==> config.mk <==
export PLATFORM = sky130hd
export DESIGN_NAME = ivd_flush_sequencer
export DESIGN_NICKNAME = d
export VERILOG_FILES = /design/src/rtl/ivd_flush_sequencer.sv
export SDC_FILE = /design/constraint.sdc
export NUM_CORES = 1
export LEC_CHECK = 0
export ABC_CLOCK_PERIOD_IN_PS = 5100
export BUFFER_PORTS_ARGS = -buffer_cell sky130_fd_sc_hd__buf_4
export CAP_MARGIN = 20
export CORE_ASPECT_RATIO = 0.9
export CORE_MARGIN = 2
export CORE_UTILIZATION = 30
export DETAILED_ROUTE_END_ITERATION = 7
export GPL_TIMING_DRIVEN = 0
export PLACE_DENSITY_LB_ADDON = 0.25
export SETUP_SLACK_MARGIN = 0.4
export SLEW_MARGIN = 40
export SYNTH_ARGS = -nofsm -noshare
export SYNTH_HDL_FRONTEND = slang
export SYNTH_SLANG_ARGS = --single-unit
==> constraint.sdc <==
create_clock -name clk -period 5.1 [get_ports clk]
set_clock_uncertainty 0.2 [all_clocks]
set_input_delay 1.02 -clock clk [delete_from_list [all_inputs] [get_ports clk]]
set_output_delay 1.02 -clock clk [all_outputs]
set_load 0.05 [all_outputs]
==> src/rtl/ivd_flush_sequencer.sv <==
// ivd_flush_sequencer
// Round-robin arbiter for detector result handshakes. Accepted results go
// into a small first-word-fall-through FIFO for the host, and each accepted
// result opens its channel's flush valve for FLUSH_CYCLES cycles. Only one
// valve may be open at a time because the waste line is shared.
//
// Optional build macro IVD_TIMESTAMP_EN: adds a 16-bit free-running cycle
// counter. Each FIFO entry then records the counter value at its handshake,
// and res_data becomes {timestamp, channel id, reading}.
module ivd_flush_sequencer #(
  parameter int N_CH         = 6,
  parameter int DATA_W       = 8,
  parameter int FLUSH_CYCLES = 16,
  parameter int FIFO_DEPTH   = 4
) (
  input  logic                     clk,
  input  logic                     rst,
  input  logic [N_CH-1:0]          det_valid,
  input  logic [N_CH*DATA_W-1:0]   det_data,
  output logic [N_CH-1:0]          det_ready,
  output logic                     res_valid,
`ifdef IVD_TIMESTAMP_EN
  output logic [16+3+DATA_W-1:0]   res_data,
`else
  output logic [3+DATA_W-1:0]      res_data,
`endif
  input  logic                     res_ready,
  output logic [N_CH-1:0]          flush_valve,
  output logic                     busy
);

`ifdef IVD_TIMESTAMP_EN
  localparam int ENTRY_W = 16 + 3 + DATA_W;
`else
  localparam int ENTRY_W = 3 + DATA_W;
`endif
  localparam int PTR_W = $clog2(FIFO_DEPTH);
  localparam int FC_W  = $clog2(FLUSH_CYCLES + 1);

  localparam logic [0:0] S_IDLE  = 1'b0;
  localparam logic [0:0] S_FLUSH = 1'b1;

  logic [0:0]        state_reg;
  logic [2:0]        last_reg;
  logic [FC_W-1:0]   fcnt_reg;
  logic [N_CH-1:0]   valve_reg;

  logic [ENTRY_W-1:0] mem [FIFO_DEPTH];
  logic [PTR_W-1:0]   wr_ptr_reg;
  logic [PTR_W-1:0]   rd_ptr_reg;
  logic [PTR_W:0]     count_reg;

  logic               grant_found;
  logic [2:0]         grant_idx;
  int                 idx;
  logic               fifo_full;
  logic               push;
  logic               pop;
  logic [DATA_W-1:0]  grant_data;
  logic [ENTRY_W-1:0] push_entry;

  // Round-robin search: first requesting channel after the last granted one.
  always_comb begin
    grant_found = 1'b0;
    grant_idx   = 3'd0;
    idx         = 0;
    for (int i = 1; i <= N_CH; i++) begin
      idx = (int'(last_reg) + i) % N_CH;
      if (!grant_found && det_valid[idx]) begin
        grant_found = 1'b1;
        grant_idx   = 3'(idx);
      end
    end
  end

  // A full FIFO blocks the grant even if the host pops in the same cycle,
  // so the detector simply keeps holding its result.
  assign fifo_full  = (count_reg == (PTR_W+1)'(FIFO_DEPTH));
  assign push       = !rst && (state_reg == S_IDLE) && grant_found && !fifo_full;
  assign pop        = (count_reg != '0) && res_ready;
  assign grant_data = det_data[int'(grant_idx)*DATA_W +: DATA_W];

  generate
    for (genvar gi = 0; gi < N_CH; gi++) begin : g_ready
      assign det_ready[gi] = push && (grant_idx == 3'(gi));
    end
  endgenerate

`ifdef IVD_TIMESTAMP_EN
  logic [15:0] ts_reg;

  // Free-running cycle counter; wraps naturally from 0xFFFF to 0.
  always_ff @(posedge clk or posedge rst) begin
    if (rst) ts_reg <= 16'd0;
    else     ts_reg <= ts_reg + 16'd1;
  end

  assign push_entry = {ts_reg, grant_idx, grant_data};
`else
  assign push_entry = {grant_idx, grant_data};
`endif

  // FIFO storage: written on handshake, contents need no reset.
  always_ff @(posedge clk) begin
    if (push) mem[wr_ptr_reg] <= push_entry;
  end

  // FIFO pointers and occupancy; pointers wrap because depth is a power of two.
  always_ff @(posedge clk or posedge rst) begin
    if (rst) begin
      wr_ptr_reg <= '0;
      rd_ptr_reg <= '0;
      count_reg  <= '0;
    end else begin
      if (push) wr_ptr_reg <= wr_ptr_reg + 1'b1;
      if (pop)  rd_ptr_reg <= rd_ptr_reg + 1'b1;
      case ({push, pop})
        2'b10:   count_reg <= count_reg + 1'b1;
        2'b01:   count_reg <= count_reg - 1'b1;
        default: count_reg <= count_reg;
      endcase
    end
  end

  assign res_valid = (count_reg != '0);
  assign res_data  = res_valid ? mem[rd_ptr_reg] : '0;

  // Flush FSM: open the granted channel's valve for exactly FLUSH_CYCLES cycles.
  always_ff @(posedge clk or posedge rst) begin
    if (rst) begin
      state_reg <= S_IDLE;
      last_reg  <= 3'(N_CH - 1);
      fcnt_reg  <= '0;
      valve_reg <= '0;
    end else begin
      case (state_reg)
        S_IDLE: begin
          if (push) begin
            state_reg <= S_FLUSH;
            last_reg  <= grant_idx;
            fcnt_reg  <= '0;
            valve_reg <= det_ready;
          end
        end
        default: begin
          if (fcnt_reg == FC_W'(FLUSH_CYCLES - 1)) begin
            state_reg <= S_IDLE;
            valve_reg <= '0;
          end else begin
            fcnt_reg <= fcnt_reg + 1'b1;
          end
        end
      endcase
    end
  end

  assign flush_valve = valve_reg;
  assign busy        = (state_reg == S_FLUSH);

endmodule

======== Yosys cells after proc, flatten, opt, wreduce, memory -nomap -nowiden ========
Memory sizes are Yosys's and may differ from the RTL's.
Index checks and enable logic that the tools add are counted.
word-level totals
  output and inout port bits .............. 25
  bits in registers ....................... 22
  logic and storage cells ................. 115
  input port bits ......................... 57
  bits in writable memories ............... 44
  memories ................................ 1
cells by class
  magnitude comparators ................... 6
  equal/unequal tests ..................... 11
  bitwise gates (word level) .............. 1
  multiplexer cells ....................... 42
  add/subtract/negate cells ............... 11
  reductions and logical operators ........ 29
  shift operators ......................... 1
  divide/modulo/power cells ............... 6
memory list
  memory  words  bits a word  read ports  clocked after memory_dff  write ports  RTL line  text
  mem     4      11           1           0                         1            48        logic [ENTRY_W-1:0] mem [FIFO_DEPTH];
operators with widths
  kind                                                     number
  < comparator 32 x 5 -> 1 bit (second input constant)     6
  remainder unit 32 x 4 -> 32 bit (second input constant)  6
  indexed part select 48 x 7 -> 8 bit                      1
  two-way mux 1 bit                                        22
  binary-select mux 1 bit (select 3 bit)                   6
  two-way mux 3 bit                                        6
  two-way mux 6 bit                                        3
  logical AND 1 bit                                        15
  two-way mux 5 bit                                        3
  adder 3 x 3 -> 4 bit (second input constant)             3
  two-way mux 11 bit                                       1
  equality test 3 bit (second input constant)              3
  adder 3 x 2 -> 4 bit (second input constant)             2
  zero test 1 bit                                          7
  equality test 3 x 2 -> 1 bit (second input constant)     2
  case mux 3 bit (2 select lines)                          1
  AND reduction 2 bit                                      3
  adder 5 x 1 -> 5 bit (second input constant)             1
  equality test 5 x 4 -> 1 bit (second input constant)     1
  adder 2 x 1 -> 2 bit (second input constant)             2
  adder 3 x 1 -> 4 bit (second input constant)             1
  nonzero test 2 bit                                       2
  adder 3 x 1 -> 3 bit (second input constant)             1
  equality test 3 x 1 -> 1 bit (second input constant)     1
  other kinds (8)                                          8

======== Depth between registers and ports, before layout ========
  depth after elaboration ................. 26
  gate-level depth with buffers ........... 22
  mapped depth without buffers ............ 19

======== Worst setup path before layout ========
Ideal clock, no wire load.
  path type ............................... reg2out
  from .................................... register last_reg[0]
  to ...................................... output port det_ready[4]
  required time ........................... 3880 ps
  path buffers ............................ 4
  cell stages (with the launch flop) ...... 18
  arrival time ............................ 4585 ps
  slack ................................... -705 ps
  path through ............................ dfstp_2 -> buf_6 -> buf_2 -> inv_1 -> ha_1 -> xnor2_4 -> ha_1 -> inv_1 -> a31o_1 -> and3_4 -> o2111a_1 -> or4_4 -> or4_4 -> buf_6 -> inv_1 -> a21oi_1 -> clkbuf_1 -> nor2_1
between the ends
  word-level cells in the longest chain between the ends .. 24
  elaborated cells on any way between the ends .. 56
  classes of those cells .................. 6 x add/sub; 6 x div; 1 x eq/ne; 30 x mux; 13 x reduce/logical
RTL lines
  item                                                                      RTL line  text
  start: declaration                                                        44        logic [2:0] last_reg;
  start signal: assignment                                                  132       last_reg <= 3'(N_CH - 1);
  start signal: assignment                                                  140       last_reg <= grant_idx;
  branches (longest 23 deep; another with remainder unit 32 x 4 -> 32 bit)  n/a
  logical AND 1 bit *                                                       85        assign det_ready[gi] = push && (grant_idx == 3'(gi));
  end: declaration                                                          20        output logic [N_CH-1:0] det_ready,
Every way passes the cells marked *. The select of a mux whose other input is x is not followed.

======== Worst setup path in the final report ========
  from .................................... register last_reg[0]
  to ...................................... output port det_ready[3]
Same word-level chain as after synthesis.

==> results.md <==
- Status: finished with violations
- Violated checks: negative setup slack
- Slowest stage cell, crit path: dfstp_2
- GPL Wtd Cong: 0.8980
- CTS tree: yes
- Aggregate global routing overflow: 0
- Clk buf depth: 2
- Reg2Reg Depth: 25
- Worst path bufs/invs: 7
- FILL cells: 1305
- Netlist cell types: 68
- Vias in the first global route: 3234
- Final period util: 1.053
- Die Wd: around 130 um
- Startpoint types: flop
- Syn avg cell area: 11.88 um2
- Primary FF master, synth: edfxtp_1
- Asr flop ratio synth: 0.3333
- CP dominant cell by count: buf_8
- Die Span Y: 116.5 um
- Worst path depth: 17
- Hpwl dp: between 8000 and 9000 um
- Cell Count, Final, Fillers Out: 686
- WS Path Type: flop to primary output
- Max frequency: around 190 MHz
- Starting density of the core: 0.3035
- Clock Latency Late Sink: ~0.32 ns
- Slew headroom: 0.5762
- Syn nets: 430
- Final Hold Violating Endpoints: 0
- Number of synthesized flops with an enable pin: 44
- Largest net degree at the start of global routing: 23
- Final WL: 11310 um
- Setup violations, final: 6
- Hold path cells: 1
- Cells after synthesis: 355
- Inst Count DP: ~630
- Slowest cell delay on critical path: between 0.5 and 0.6 ns
- Clock sink total: 66
- Cell family with most CP delay: simple AND/OR/NAND/NOR gates
- Fin. max-slew vios: 0
- Layout area overhead: 45.05%
- Clk Tree Root Cell: clkbuf_16
- Final WS setup: -0.2681 ns
- Post-route ant nets: 0
- Worst-path clk slew: 0.06 ns
- Unrepaired setup endpoints after global routing: true
- Yosys warnings: 0
- CTS Buf Count: 9
- HP Class: flop to flop
- Number of synthesized register bits: 66
- Via/cell ratio: ~5
- Post-route minimum period: between 5 and 6 ns
- I/O Buffers: a little over 80
- CTS H-tree depth: 3
- Syn Std Cell Area: 4219 um2
- Actual slew at the worst max-slew pin: 0.6357 ns
- GRT Total Usage: 0.1505
- Core area: approximately 14000 um2
- # DRC: 0
- Number of max-cap violations: 0
- Setup crit end kind: primary output
- Die area: approximately 15000 um2
- CP Cell Sequence: buf_8 > buf_12 > inv_6 > ha_4 > xnor2_4 > ha_4 > inv_2 > a31o_1 > and3_4 > o2111a_1 > or4_4 > or4_4 > buf_8 > a31o_4 > buf_6 > nor2_4 > buf_8
- Initial antenna violation count: 0
- CP required: 3.88 ns
- Drt wl/cell: around 16 um
- CP max FO: 5
- Global-route wire length before repair: 17260 um
- DR pass1 iterations: 4
- Share of cells above drive strength 1: 0.4726
- Final nets: around 560
- I/O pins: between 80 and 90
- Crit path DAT: 4.15 ns
- ANT cells: 0
- Register area share after synthesis: 0.4442
- CTS Hold Bufs: 0
- Max reg flops: 44
- DR vias: around 3300
- Starting DRC count in detailed routing: 197
- Std cell rows: 41
[worst reg2reg max path, stage by stage, from the launching register on]
cell      delay (ns)
dfstp_2         0.57
buf_8           0.11
buf_12          0.10
inv_6           0.03
ha_4            0.16
xnor2_4         0.15
ha_4            0.27
inv_2           0.03
a31o_1          0.22
and3_4          0.19
o2111a_1        0.24
buf_4           0.15
nor4_4          0.24
nand2_2         0.11
buf_6           0.15
o311a_1         0.29
buf_6           0.15
buf_4           0.15
buf_6           0.13
inv_1           0.06
ha_2            0.18
inv_1           0.05
fa_2            0.33
xor2_1          0.14
nor2_1          0.13
xor2_1          0.15
[synth_stat cells (5+ instances only)]
library cell	instances	area share
nor2_1	21	0.019
clkbuf_1	5	0.0044
edfxtp_1	44	0.31
nand3_1	9	0.011
a21o_1	11	0.020
mux2i_1	19	0.045
and2_1	20	0.030
nand2_1	23	0.020
xor2_1	5	0.010
ha_1	17	0.050
a211oi_1	5	0.0089
mux4_2	13	0.069
and3_1	5	0.0074
inv_1	21	0.019
dfrtp_1	20	0.12
o21ai_0	11	0.013
nor3_1	6	0.0071
a21oi_1	9	0.011
mux4_1	6	0.037
[cell usage in the layout (no fill, tap or decap), types with 8 or more instances in the layout]
cell	instances
dfrtp_1	19
nor2_1	15
buf_4	112
a21o_1	11
inv_1	14
nand2_1	17
and2_1	20
mux4_2	17
ha_1	10
buf_8	10
mux2i_1	17
buf_6	8
clkbuf_16	9
edfxtp_1	44
nand3_1	9
o21ai_0	11
[metrics by stage]
stage               hold slack (ns)  TNS (ns)  setup WS, ns  utilization  area (um2)
floorplan                    0.2510         0       0.03369            -        4327
global placement             0.2607    -2.428       -0.4794       0.3723        5176
detailed placement           0.2690    -2.709       -0.5197       0.3723        5176
CTS                          0.2805    -1.320       -0.2695       0.4242        5897
global route                 0.2954    -2.064       -0.3858       0.4402        6120
finish                       0.2780    -1.346       -0.2681       0.4402        6120
[cell families (layout without fill, tap and decap cells)]
logic type                 count (synthesis)  after routing  synth area share
and+or+nand+nor                          111            111            0.1456
AOI/OAI and AO/OA                         69             69            0.1204
DFF                                       66             66            0.4442
muxes                                     42             42            0.1634
buffers and inverters                     38            176           0.04211
adders and majority gates                 18             18           0.05516
xor gates and xnor gates                  11             11           0.02906
[cell type report]
type | count | area, um2 | area share
clock inverter | 7 | 100.1 | 0.01636
sequential | 66 | 1876 | 0.3065
timing repair buffer | 122 | 972.2 | 0.1589
multi-input combinational | 251 | 2427 | 0.3966
buffer | 15 | 171.4 | 0.02801
inverter | 23 | 106.4 | 0.01738
clock buffer | 9 | 225.2 | 0.03680
tap | 193 | 241.5 | 0.03946
[layer usage]
layer / wire length (um) / global-route usage / vias up
met1: 5228 / 0.2036 / 1663
met5: 0 / 0 / -
met2: 5575 / 0.2423 / 61
met3: 355 / 0.03207 / 9
met4: 146 / 0.05072 / 0
li1: - / - / 1615
[final timing paths]
path | startpoint | end | slack [ns]
setup / recovery | last_reg[0] | det_ready[3] | -0.27
hold / removal | flush_valve[5] | flush_valve[5] | 0.28
setup reg to reg | last_reg[0] | count_reg[2] | 0.34
hold reg to reg | flush_valve[5] | flush_valve[5] | 0.28
max in group asynchronous | rst | last_reg[1] | 3.83
min in group asynchronous | rst | flush_valve[3] | 0.52
[repair_timing]
action | in CTS | in global routing
buffers inserted | 30 | 11
resized for setup | 42 | 42
pin swaps | 12 | 15
endpoints found under the setup margin | 41 | 44
Power is left out: the tool's default activity adds up to more than one toggle a clock period on the data nets, which glitch-free logic cannot reach.
